==> src/rtl/donut_raygen.sv <==
// Per-pixel ray generator for the donut renderer: walks a HPIX x VPIX frame,
// issues one ray per pixel to the marcher and returns a shaded pixel result.
module donut_raygen #(
   parameter int HPIX  = 80,
   parameter int VPIX  = 60,
   parameter int STEPS = 8
) (
   input  logic               clk,
   input  logic               rst_n,
   input  logic               frame_go,
   input  logic signed [15:0] ox,
   input  logic signed [15:0] oy,
   input  logic signed [15:0] oz,
   input  logic signed [15:0] d0x,
   input  logic signed [15:0] d0y,
   input  logic signed [15:0] d0z,
   input  logic signed [15:0] dcx,
   input  logic signed [15:0] dcy,
   input  logic signed [15:0] dcz,
   input  logic signed [15:0] drx,
   input  logic signed [15:0] dry,
   input  logic signed [15:0] drz,
   output logic               march_start,
   output logic signed [15:0] px,
   output logic signed [15:0] py,
   output logic signed [15:0] pz,
   output logic signed [15:0] rx,
   output logic signed [15:0] ry,
   output logic signed [15:0] rz,
   input  logic               hit_in,
   input  logic signed [15:0] light_in,
   output logic               pix_valid,
   input  logic               pix_ready,
   output logic               pix_hit,
   output logic [3:0]         pix_shade,
   output logic [7:0]         pix_x,
   output logic [7:0]         pix_y,
   output logic               frame_done
);

   localparam int DATA_W = 16;

   typedef enum logic [1:0] {IDLE, ISSUE, MARCH, OUT} state_t;

   state_t                    state;
   state_t                    state_nxt;
   logic signed [DATA_W-1:0]  dcx_l, dcy_l, dcz_l;
   logic signed [DATA_W-1:0]  drx_l, dry_l, drz_l;
   logic signed [DATA_W-1:0]  rbx, rby, rbz;
   logic [7:0]                x;
   logic [7:0]                y;
   logic [15:0]               cnt;
   logic                      cap;
   logic                      hs;
   logic                      last_col;
   logic                      last_pix;

   // Brightness is light[11:8]; anything at or beyond 4096 clips to full scale.
   function automatic logic [3:0] shade_sat(input logic hit, input logic signed [DATA_W-1:0] light);
      if (!hit || light <= 0)
         return 4'd0;
      else if (light >= 16'sd4096)
         return 4'd15;
      else
         return light[11:8];
   endfunction

   assign cap      = (state == MARCH) && (cnt == 16'(STEPS - 1));
   assign hs       = (state == OUT) && pix_ready;
   assign last_col = (x == 8'(HPIX - 1));
   assign last_pix = last_col && (y == 8'(VPIX - 1));
   assign pix_x    = x;
   assign pix_y    = y;

   always_ff @(posedge clk) begin
      if (!rst_n)
         state <= IDLE;
      else
         state <= state_nxt;
   end

   always_comb begin
      state_nxt   = state;
      march_start = 1'b0;
      pix_valid   = 1'b0;
      case (state)
         IDLE:  if (frame_go) state_nxt = ISSUE;
         ISSUE: begin
            march_start = 1'b1;
            state_nxt   = MARCH;
         end
         MARCH: if (cap) state_nxt = OUT;
         OUT: begin
            pix_valid = 1'b1;
            if (pix_ready) state_nxt = last_pix ? IDLE : ISSUE;
         end
         default: state_nxt = IDLE;
      endcase
   end

   always_ff @(posedge clk) begin
      if (!rst_n) begin
         px <= '0;  py <= '0;  pz <= '0;
         rx <= '0;  ry <= '0;  rz <= '0;
         rbx <= '0; rby <= '0; rbz <= '0;
         dcx_l <= '0; dcy_l <= '0; dcz_l <= '0;
         drx_l <= '0; dry_l <= '0; drz_l <= '0;
         x <= '0;
         y <= '0;
         cnt <= '0;
         pix_hit <= 1'b0;
         pix_shade <= '0;
         frame_done <= 1'b0;
      end else begin
         frame_done <= hs && last_pix;
         if (state == IDLE && frame_go) begin
            px <= ox;  py <= oy;  pz <= oz;
            rx <= d0x; ry <= d0y; rz <= d0z;
            rbx <= d0x; rby <= d0y; rbz <= d0z;
            dcx_l <= dcx; dcy_l <= dcy; dcz_l <= dcz;
            drx_l <= drx; dry_l <= dry; drz_l <= drz;
            x <= '0;
            y <= '0;
         end
         // The counter restarts on the edge that samples march_start.
         if (state == ISSUE)
            cnt <= '0;
         else if (state == MARCH)
            cnt <= cnt + 16'd1;
         if (cap) begin
            pix_hit   <= hit_in;
            pix_shade <= shade_sat(hit_in, light_in);
         end
         if (hs && !last_pix) begin
            if (!last_col) begin
               x  <= x + 8'd1;
               rx <= rx + dcx_l;
               ry <= ry + dcy_l;
               rz <= rz + dcz_l;
            end else begin
               x   <= '0;
               y   <= y + 8'd1;
               rbx <= rbx + drx_l;
               rby <= rby + dry_l;
               rbz <= rbz + drz_l;
               rx  <= rbx + drx_l;
               ry  <= rby + dry_l;
               rz  <= rbz + drz_l;
            end
         end
      end
   end

endmodule

==> config.mk <==
export PLATFORM = sky130hd
export DESIGN_NAME = donut_raygen
export DESIGN_NICKNAME = d
export VERILOG_FILES = /design/src/rtl/donut_raygen.sv
export SDC_FILE = /design/constraint.sdc
export NUM_CORES = 1
export LEC_CHECK = 0
export CAP_MARGIN = 0
export CORE_ASPECT_RATIO = 1.4
export CORE_MARGIN = 2
export CORE_UTILIZATION = 45
export CTS_BUF_LIST = sky130_fd_sc_hd__clkbuf_2
export DETAILED_ROUTE_END_ITERATION = 10
export GPL_TIMING_DRIVEN = 1
export HOLD_SLACK_MARGIN = 0.15
export PLACE_DENSITY = 0.83
export SLEW_MARGIN = 25
export SYNTH_ARGS = -nofsm -noshare
export SYNTH_HDL_FRONTEND = slang
export SYNTH_SLANG_ARGS = --single-unit
==> constraint.sdc <==
create_clock -name clk -period 3.5 [get_ports clk]
set_input_delay 0.525 -clock clk [delete_from_list [all_inputs] [get_ports clk]]
set_output_delay 0.525 -clock clk [all_outputs]
set_load 0.01 [all_outputs]
==> metrics.yaml <==
grt:
  grt_pass1_wl_um: 83280
  grtUsageMet1: 0.3212
  antenna_found_initial: 2
  grt_busiest_layer: "met2"
  gr-usage-met2: 0.5333
  maximum_number_of_pins_on_one_net_before_global_route_repair: 150
  gr-usage-all-layers: 0.3021
  grt-ovfl-total: 0
  first_global_vias: 16761
  global_route.usage.met3: 0.06561
synthesis:
  syn-cell-area_sq_um: 15020
  synth-async-reset-ratio: 0
  netlist.area_leader.share: 0.3732
  postSynthCellCount: 1919
  postSynthAreaPerCell_sq_um: 7.827
  yosysMostFrequentCell: "sky130_fd_sc_hd__nand2_1"
  ys_top_cells_by_area: "sky130_fd_sc_hd__dfxtp_1, sky130_fd_sc_hd__nand2_1, sky130_fd_sc_hd__ha_1"
  synth_edf_count: 0
  ys_flop_type: "sky130_fd_sc_hd__dfxtp_1"
  yosys.cell_types.count: 64
  synth.ff_latch_count: 280
  syn_nets: 2236
  synth-seq-area-share: 0.3732
  ys_top_cells_by_count: "sky130_fd_sc_hd__nand2_1, sky130_fd_sc_hd__dfxtp_1, sky130_fd_sc_hd__a21oi_1"
  count_of_yosys_warnings_during_synthesis: 0
  yosys_top_cell_by_area: "sky130_fd_sc_hd__dfxtp_1"
timing:
  timing_hold_violations_final: 0
  setup_ws_ns: 0.6417
  timing.setup.tns_ns: 0
  relSlewSlack: 0.4854
  worst_slew_pin_slew_ns: 0.7720
  rsz_0062_raised_after_global_routing: "no"
  fin_crit_ns: 2.858
  setup_viol_count_final: 0
  max_clock_freq_mhz: 349.9
  slew_viol_final: 0
  fin_crit_sh: 0.8167
  skew_ns: 0.09393
job:
  cap_viol_max_count: 0
worst_setup_path:
  setup.worst_path.end_class: "flip-flop"
  cp_common_cell: "sky130_fd_sc_hd__o21ai_0"
  cp_cell_sequence: "ha_1 -> fa_1 -> a21oi_1 -> o2111ai_1 -> a41oi_1 -> o21ai_0 -> xor2_1 -> o21ai_0 -> a221oi_1 -> a21o_1"
  timing.critical_path.max_delay_family: "compound AO/OA/AOI/OAI gates"
  startpoint: "dry_l[0]"
  cp_data_arrival_time_ns: 3.71
  path_depth: 10
  critical_path_maximum_fanout: 3
  worst_r2r_startpoint: "dry_l[0]"
  max_stage_delay_ns: 0.40
  setup.worst_path.start_class: "flip-flop"
  critPathKind: "reg -> reg"
  worst-path-buf-inv: 0
  worst_ep_required_time_ns: 4.35
  cpMaxStageDelayCell: "sky130_fd_sc_hd__fa_1"
  worst_r2r_path_depth: 10
cells_and_area:
  finalNetCount: 2709
  drive_gt1_frac: 0.06337
  number_of_fillers_in_the_final_layout: 2686
  areaGrowthSynthToFinish_pct: 39.70
placed_design:
  place.port_buffers: 332
  dpl_worst_slack_ns: 0.7180
  place.detailed.hpwl_um: 35810
  gpl.final_weighted_congestion: 0.9116
power_and_ir_drop:
  p_clk_frac: 0.222
  vdd_drop_max_v: 0.0003387
  power.switching_mw: 4.154
  p_leak_nw: 8.576
  sequentialPowerShare: 0.385
  power_density_of_the_placed_cells_nw_per_um2: 504.0
  power.combinational.fraction: 0.393
  p_total_mw: 10.58
  power_report.internal_total_mw: 6.422
  power_switching_share: 0.3928
detailed_routing:
  ant_nets: 0
  drt_first_pass_iters: 6
  first_iter_violations: 970
  detail_route.drc_violations: 0
  via_per_inst: 5.725
  routed_wire_length_per_instance_um: 18.55
  postRouteWirelength_um: 53640
  routed-via-count: 16556
clock_network:
  cts.sink_count: 280
  insertion_delay_ns: 0.97
  clock_path_buffers: 3
  cts_buffers: 72
  cts.reportedPaths.clkPinSlew_ns: 0.12
  tritoncts: "built"
  clock_tree.htree_level_count: 3
  cts_root_buf: "sky130_fd_sc_hd__clkbuf_2"
hold_path:
  hold_path_stages: 3
  hold_path_class: "in -> reg"
  worstHoldStart: "d0y[14]"
die:
  die_x_um: 158.4
  initial_core_utilization: 0.4536
  die_area_sq_um: 34880
  std_cell_rows: 79
  core_area_sq_um: 33110
  chipHeight_um: 220.2
  num_io_pins: 333
run_status:
  result_of_the_run: "finished clean"
-- layout by cell type (no fill, tap or decap), drive strengths merged, types with 22 or more instances in the layout --
master	count
nand2	427
clkdlybuf4s50	332
dfxtp	280
a21oi	239
dlygate4sd3	154
nor2	117
clkbuf	100
a211oi	99
ha	98
o21ai	86
xnor2	57
xor2	43
and3	41
nand3	40
nor3	39
inv	29
a21o	27
buf	27
a31oi	24
clkinv	22
-- worst paths after layout --
check	endpoint	slack, ns
setup / recovery	ry[14]	0.64
setup reg to reg	ry[14]	0.64
hold / removal	rby[14]	0.26
hold reg to reg	py[12]	0.46
-- routing by layer --
layer / part of all wire / wire length [um]
met1: 0.36 / 19540
met4: 0.064 / 3416
met3: 0.073 / 3924
met5: 0.00024 / 13
met2: 0.50 / 26750
-- sequential cells by signal, summed over array words and instances (netlist names) --
signal / flops
pix_x: 8
pix_hit: 1
dry_l: 16
dcx_l: 16
py: 16
dcy_l: 16
frame_done: 1
ry: 16
rby: 16
pix_y: 8
rbx: 16
cnt: 16
rbz: 16
rz: 16
drz_l: 16
px: 16
dcz_l: 16
state: 2
pz: 16
drx_l: 16
pix_shade: 4
rx: 16
-- through the flow --
step / hold slack, ns / std cells / utilization / cell area (sq um)
6_report: 0.2551 / 2892 / 0.6337 / 20980
5_1_grt: 0.2179 / 2892 / 0.6337 / 20980
4_1_cts: 0.1519 / 2891 / 0.6336 / 20980
3_5_place_dp: 0.4470 / 2609 / 0.5669 / 18770
3_3_place_gp: 0.4417 / 2609 / 0.5669 / 18770
2_1_floorplan: 0.4400 / 1919 / - / 15020
-- tightest hold or removal path, stage by stage --
cell	delay, ns
sky130_fd_sc_hd__clkdlybuf4s50_1	0.46
sky130_fd_sc_hd__nand2_1	0.10
sky130_fd_sc_hd__a31oi_1	0.07
-- cell families (layout without fill, tap and decap cells) --
logic type / Yosys count / after routing / share of synthesized area
buffers and inverters: 140 / 667 / 0.03590
DFF: 280 / 280 / 0.3732
other: 0 / 1 / 0
adders and majority gates: 104 / 104 / 0.08964
xor gates and xnor gates: 100 / 100 / 0.05831
and+or+nand+nor: 721 / 721 / 0.2044
muxes: 5 / 5 / 0.003416
AOI/OAI and AO/OA: 569 / 569 / 0.2352
-- repair_timing --
action                                 in CTS  in global routing
gates resized for setup                     0                  0
buffers inserted                            0                  0
endpoints found under the hold margin     155                  0
hold buffers                              154                  0
-- layout make-up --
class | instances | area [sq um] | share of cell area
multi-input combinational | 1499 | 8906 | 0.4244
sequential | 280 | 5605 | 0.2671
timing repair buffer | 513 | 5142 | 0.2451
tap | 445 | 556.8 | 0.02654
clock buffer | 100 | 500.5 | 0.02385
clock inverter | 28 | 166.4 | 0.007931
inverter | 26 | 102.6 | 0.004890
antenna | 1 | 2.502 | 0.0001193
-- power by group through the flow --
stage | logic (mW) | clock network (mW) | registers (mW)
after global routing | 4.55 | 2.55 | 4.12
after CTS | 4.08 | 2.40 | 4.06
after detailed placement | 3.92 | 0 | 4.13
after global placement | 3.80 | 0 | 4.11
final | 4.16 | 2.35 | 4.07
after floorplan | 2.41 | 0 | 4.10
Power figures use the tool's default switching activity.
==> RTL change 1: new RTL, config.mk and constraints unchanged <==
Re-encode `state_t` (4 states) as Gray code, 2 bits wide.
--- a/src/rtl/donut_raygen.sv
+++ b/src/rtl/donut_raygen.sv
@@ -42,3 +42,3 @@
 
-   typedef enum logic [1:0] {IDLE, ISSUE, MARCH, OUT} state_t;
+   typedef enum logic [1:0] {IDLE = 2'b00, ISSUE = 2'b01, MARCH = 2'b11, OUT = 2'b10} state_t;
 
Formal check against the unedited RTL: same outputs for any inputs over 4 cycles, from zero or initial values and one cycle with rst_n low; so few cycles prove little.
==> RTL change 1 against the unedited design <==
Cell area decreased by 1.5%; first-iteration DRC count increased by 20%; routed wire length is 2.6% higher; setup slack worse by 0.22 ns; sequential cell count is the same; non-clock buffer count shrank 7; synthesized area fell by 1.0%; critical endpoint is now rby[0]$_SDFF_PN0_.
Power is not compared: it rests on default switching activity, and its combinational part moved more than twofold at a synthesized area within 25%.
==> RTL change 1: results (changes against the unedited design) <==
- Status: finished, final reports clean (unchanged)
- Reg-to-reg endpoint: rby[0]$_SDFF_PN0_ (was ry[14]$_SDFFE_PN0P_)
- Delay-heaviest family, CP: simple AND/OR/NAND/NOR gates (was compound AO/OA/AOI/OAI gates)
- Reg2reg path depth: 7 (was 10)
- Post-synthesis adder-cell area fraction: 8.63% (was 8.96%)
- Routed length on met2: 27900 um (was 26700 um)
- Ranking of synthesized cells by area: dfxtp_1 (38%), nand2_1 (12%), a21oi_1 (9.0%) (was dfxtp_1 (37%), nand2_1 (11%), ha_1 (8.2%))
- Top layer in use: met4 (was met5)
- Metal3 WL: 4100 um (was 3920 um)
- Hold wc startpoint: d0z[7] (was d0y[14])
- Synth Area in Compound Gates: 23.3% (was 23.5%)
- Hold EP: rbz[7]$_SDFF_PN0_ (was rby[14]$_SDFF_PN0_)
- Hold Slack: 0.216 ns (was 0.255 ns)
- CTS Buf Count: 71 (was 72)
- Fillers: 2777 (was 2686)
- GRT met2 Usage: 55.6% (was 53.3%)
- Rel. slew slack: 35.0% (was 48.5%)
- Multi-input gate count: 1513 (was 1499)
- Buffering overhead: 24.4% (was 24.5%)
- Layout cells sized above 1: 6.62% (was 6.34%)
- Detailed placement HPWL: 39200 um (was 35800 um)
- Post-CTS Hold Buffers: 142 (was 154)
- Vias in the first global route: 16884 (was 16761)
- First-pass GRT wire length: 84200 um (was 83300 um)
- CP arrival: 3.88 ns (was 3.71 ns)
- Critical Path Start: pix_x[0]$_SDFFE_PN0P_ (was dry_l[0]$_SDFFE_PN0P_)
- Routed length on met1: 18300 um (was 19500 um)
## RTL change 1: changes by cell type in the layout (fill, tap and decap cells not counted), moves of 8 or more
cell	change
nor2_1	+19
a21oi_1	+29
o21a_1	+10
dlygate4sd3_1	-12
nor3_1	-15
or2_2	+8
o21ai_0	-12
nand2_1	+40
a211oi_1	-68
a22oi_1	+17
o31ai_1	+8
and3_1	-26
## RTL change 1: per-stage QoR
| stage | setup WS [ns] | std cells | area (sq um) |
|---|---|---|---|
| finish | 0.423 | 2892 | 20700 |
| global route | 0.195 | 2887 | 20700 |
| CTS | 0.440 | 2886 | 20700 |
| detailed placement | 0.444 | 2622 | 18600 |
| global placement | 0.560 | 2622 | 18600 |
| floorplan | 0.892 | 1926 | 14900 |
## RTL change 1: tightest hold or removal path, cell delays in order
cell	delay (ns)
clkdlybuf4s50_1	0.40
nand2_1	0.10
a31oi_1	0.08
==> RTL change 2: new RTL, config.mk and constraints unchanged <==
Without the edit above. Change the parameter `HPIX` from 80 to 40.
--- a/src/rtl/donut_raygen.sv
+++ b/src/rtl/donut_raygen.sv
@@ -3,3 +3,3 @@
 module donut_raygen #(
-   parameter int HPIX  = 80,
+   parameter int HPIX  = 40,
    parameter int VPIX  = 60,
Formal check against the unedited RTL: no difference found for any inputs over 4 cycles, from zero or initial values and one cycle with rst_n low; that may be too few to reach the edited logic, so the function may still have changed.
==> RTL change 2 against the unedited design <==
Cell area down 5.6%; total power rose by 4.8%; setup slack worse by 0.082 ns; synthesized area is 2.8% higher; clock power decreased by 4%; sequential cell count is the same; utilization fell by 5.0 points; routed wire length fell by 0.84%.
==> RTL change 2: results (changes against the unedited design) <==
- CTS Buf Count: 73 (was 72)
- First-pass GRT wire length: 81800 um (was 83300 um)
- Share of flip-flops with an asynchronous set or reset: 0% (unchanged)
- Hold Crit Class: in -> reg (unchanged)
- WS Path Type: reg -> reg (unchanged)
- Share of total power in the clock network: 20.4% (was 22.2%)
- Ranking of synthesized cells by area: dfxtp_1 (36%), nand2_1 (12%), ha_1 (7.9%) (was dfxtp_1 (37%), nand2_1 (11%), ha_1 (8.2%))
- Register area share after synthesis: 36.3% (was 37.3%)
- Hold EP: px[11]$_SDFFE_PN0P_ (was rby[14]$_SDFF_PN0_)
- Top post-synthesis cells by count: nand2_1 (501), dfxtp_1 (280), a21oi_1 (155) (was nand2_1 (427), dfxtp_1 (280), a21oi_1 (238))
- Reg-to-reg endpoint: ry[14]$_SDFFE_PN0P_ (unchanged)
- Final GP Congestion: 0.916 (was 0.912)
- Max Buffers Root-to-Sink: 3 (unchanged)
- Comb pwr: 0.00459 W (was 0.00416 W)
- Routed vias/inst: 5.62 (was 5.72)
- Psw: 0.00455 W (was 0.00415 W)
- Area after DPL: 0.0191 sq mm (was 0.0188 sq mm)
- Hold wc startpoint: ox[11] (was d0y[14])
- Drt first-iter violations: 1058 (was 970)
- Reg clk slew, reported paths: 0.10 ns (was 0.12 ns)
- Layout cells sized above 1: 6.24% (was 6.34%)
- Vias in the first global route: 15996 (was 16761)
- Hold Slack: 0.212 ns (was 0.255 ns)
- Hold path depth: 3 (unchanged)
- Prevailing post-synth register cell: dfxtp_1 (unchanged)
- Synthesis Warnings: 0 (unchanged)
- Clock Latency Late Sink: 0.89 ns (was 0.97 ns)
- Post-CTS Hold Buffers: 9 (was 154)
- Post-cts sizing count: 0 (unchanged)
- Clock skew: 0.0930 ns (was 0.0939 ns)
- Leakage: 8.48 nW (was 8.58 nW)
- Final WL: 53200 um (was 53600 um)
- Critical-path maximum fanout: 28 (was 3)
- Worst slew pin tran: 0.777 ns (was 0.772 ns)
- Initial antenna violation count: 4 (was 2)
- CP arrival: 3.66 ns (was 3.71 ns)
- Synth unique cells: 65 (was 64)
- Total number of H-tree levels: 3 (unchanged)
- DR pass1 iterations: 6 (unchanged)
- Detailed placement HPWL: 40000 um (was 35800 um)
- Largest net degree at the start of global routing: 96 (was 150)
- Fillers: 3053 (was 2686)
- R2R Setup Slk: 0.56 ns (was 0.64 ns)
- Nets: 2609 (was 2709)
- Root buf cell: clkbuf_2 (unchanged)
- Worst r2r src: pix_x[0]$_SDFFE_PN0P_ (was dry_l[0]$_SDFFE_PN0P_)
- IO Port Bufs: 332 (unchanged)
- Post-synth EDFFs: 0 (unchanged)
- Syn Nets: 2279 (was 2236)
- Peak supply drop: 0.367 mV (was 0.339 mV)
- Reg2reg path depth: 8 (was 10)
- Post-CTS Setup Repair Bufs: 0 (unchanged)
- Status: finished, final reports clean (unchanged)
- GRT Overall Usage: 29.0% (was 30.2%)
RTL change 2: cell types whose count changed after synthesis, sizes merged, moves of 12 or more:
cell and change:
a21boi +144, a211oi -87, a21oi -83, nand2 +74
nor3 -26, nor2b +20, o211a +16, a311oi -13
and2 +12
RTL change 2: layout make-up:
type | count | share of cell area [%]
multi-input combinational | 1548 | 46.9
sequential | 280 | 28.3
timing repair buffer | 368 | 18.4
tap | 451 | 2.85
clock buffer | 96 | 2.42
clock inverter | 25 | 0.745
inverter | 21 | 0.398
antenna | 1 | 0.0126
RTL change 2: cell families (layout without fill, tap and decap cells):
group                      after synthesis  in the layout  share of synthesized area, %
AOI/OAI and AO/OA                      555            555                          23.8
xor gates and xnor gates                90             90                          5.10
adders and majority gates              104            104                          8.72
buffers and inverters                  134            510                          3.66
DFF                                    280            280                          36.3
muxes                                    6              6                         0.389
other                                    0              1                             0
and+or+nand+nor                        793            793                          22.0
RTL change 2: metrics by stage:
stage / power, W / setup slack (ns) / util, % / cells
after floorplan: 0.00693 / 1.00 / - / 1962
after global placement: 0.00870 / 0.594 / 56.3 / 2659
after detailed placement: 0.00882 / 0.516 / 56.3 / 2659
after CTS: 0.0111 / 0.558 / 58.4 / 2789
after global routing: 0.0118 / 0.323 / 58.4 / 2790
final: 0.0111 / 0.559 / 58.4 / 2790
RTL change 2: critical path: stages (launching register included):
cell and delay (ns):
dfxtp_1 0.39, ha_1 0.23, nand4b_1 0.14, or4_1 0.45, or3_2 0.76, nor4_1 0.28
mux2i_1 0.13, a22oi_1 0.33, a21oi_1 0.07
RTL change 2: layer usage:
layer / track usage, % / share of wire (%)
met2: 52.1 / 50
met5: 0 / 0.051
met3: 8.12 / 8.4
met1: 28.6 / 34
met4: 20.6 / 7.4
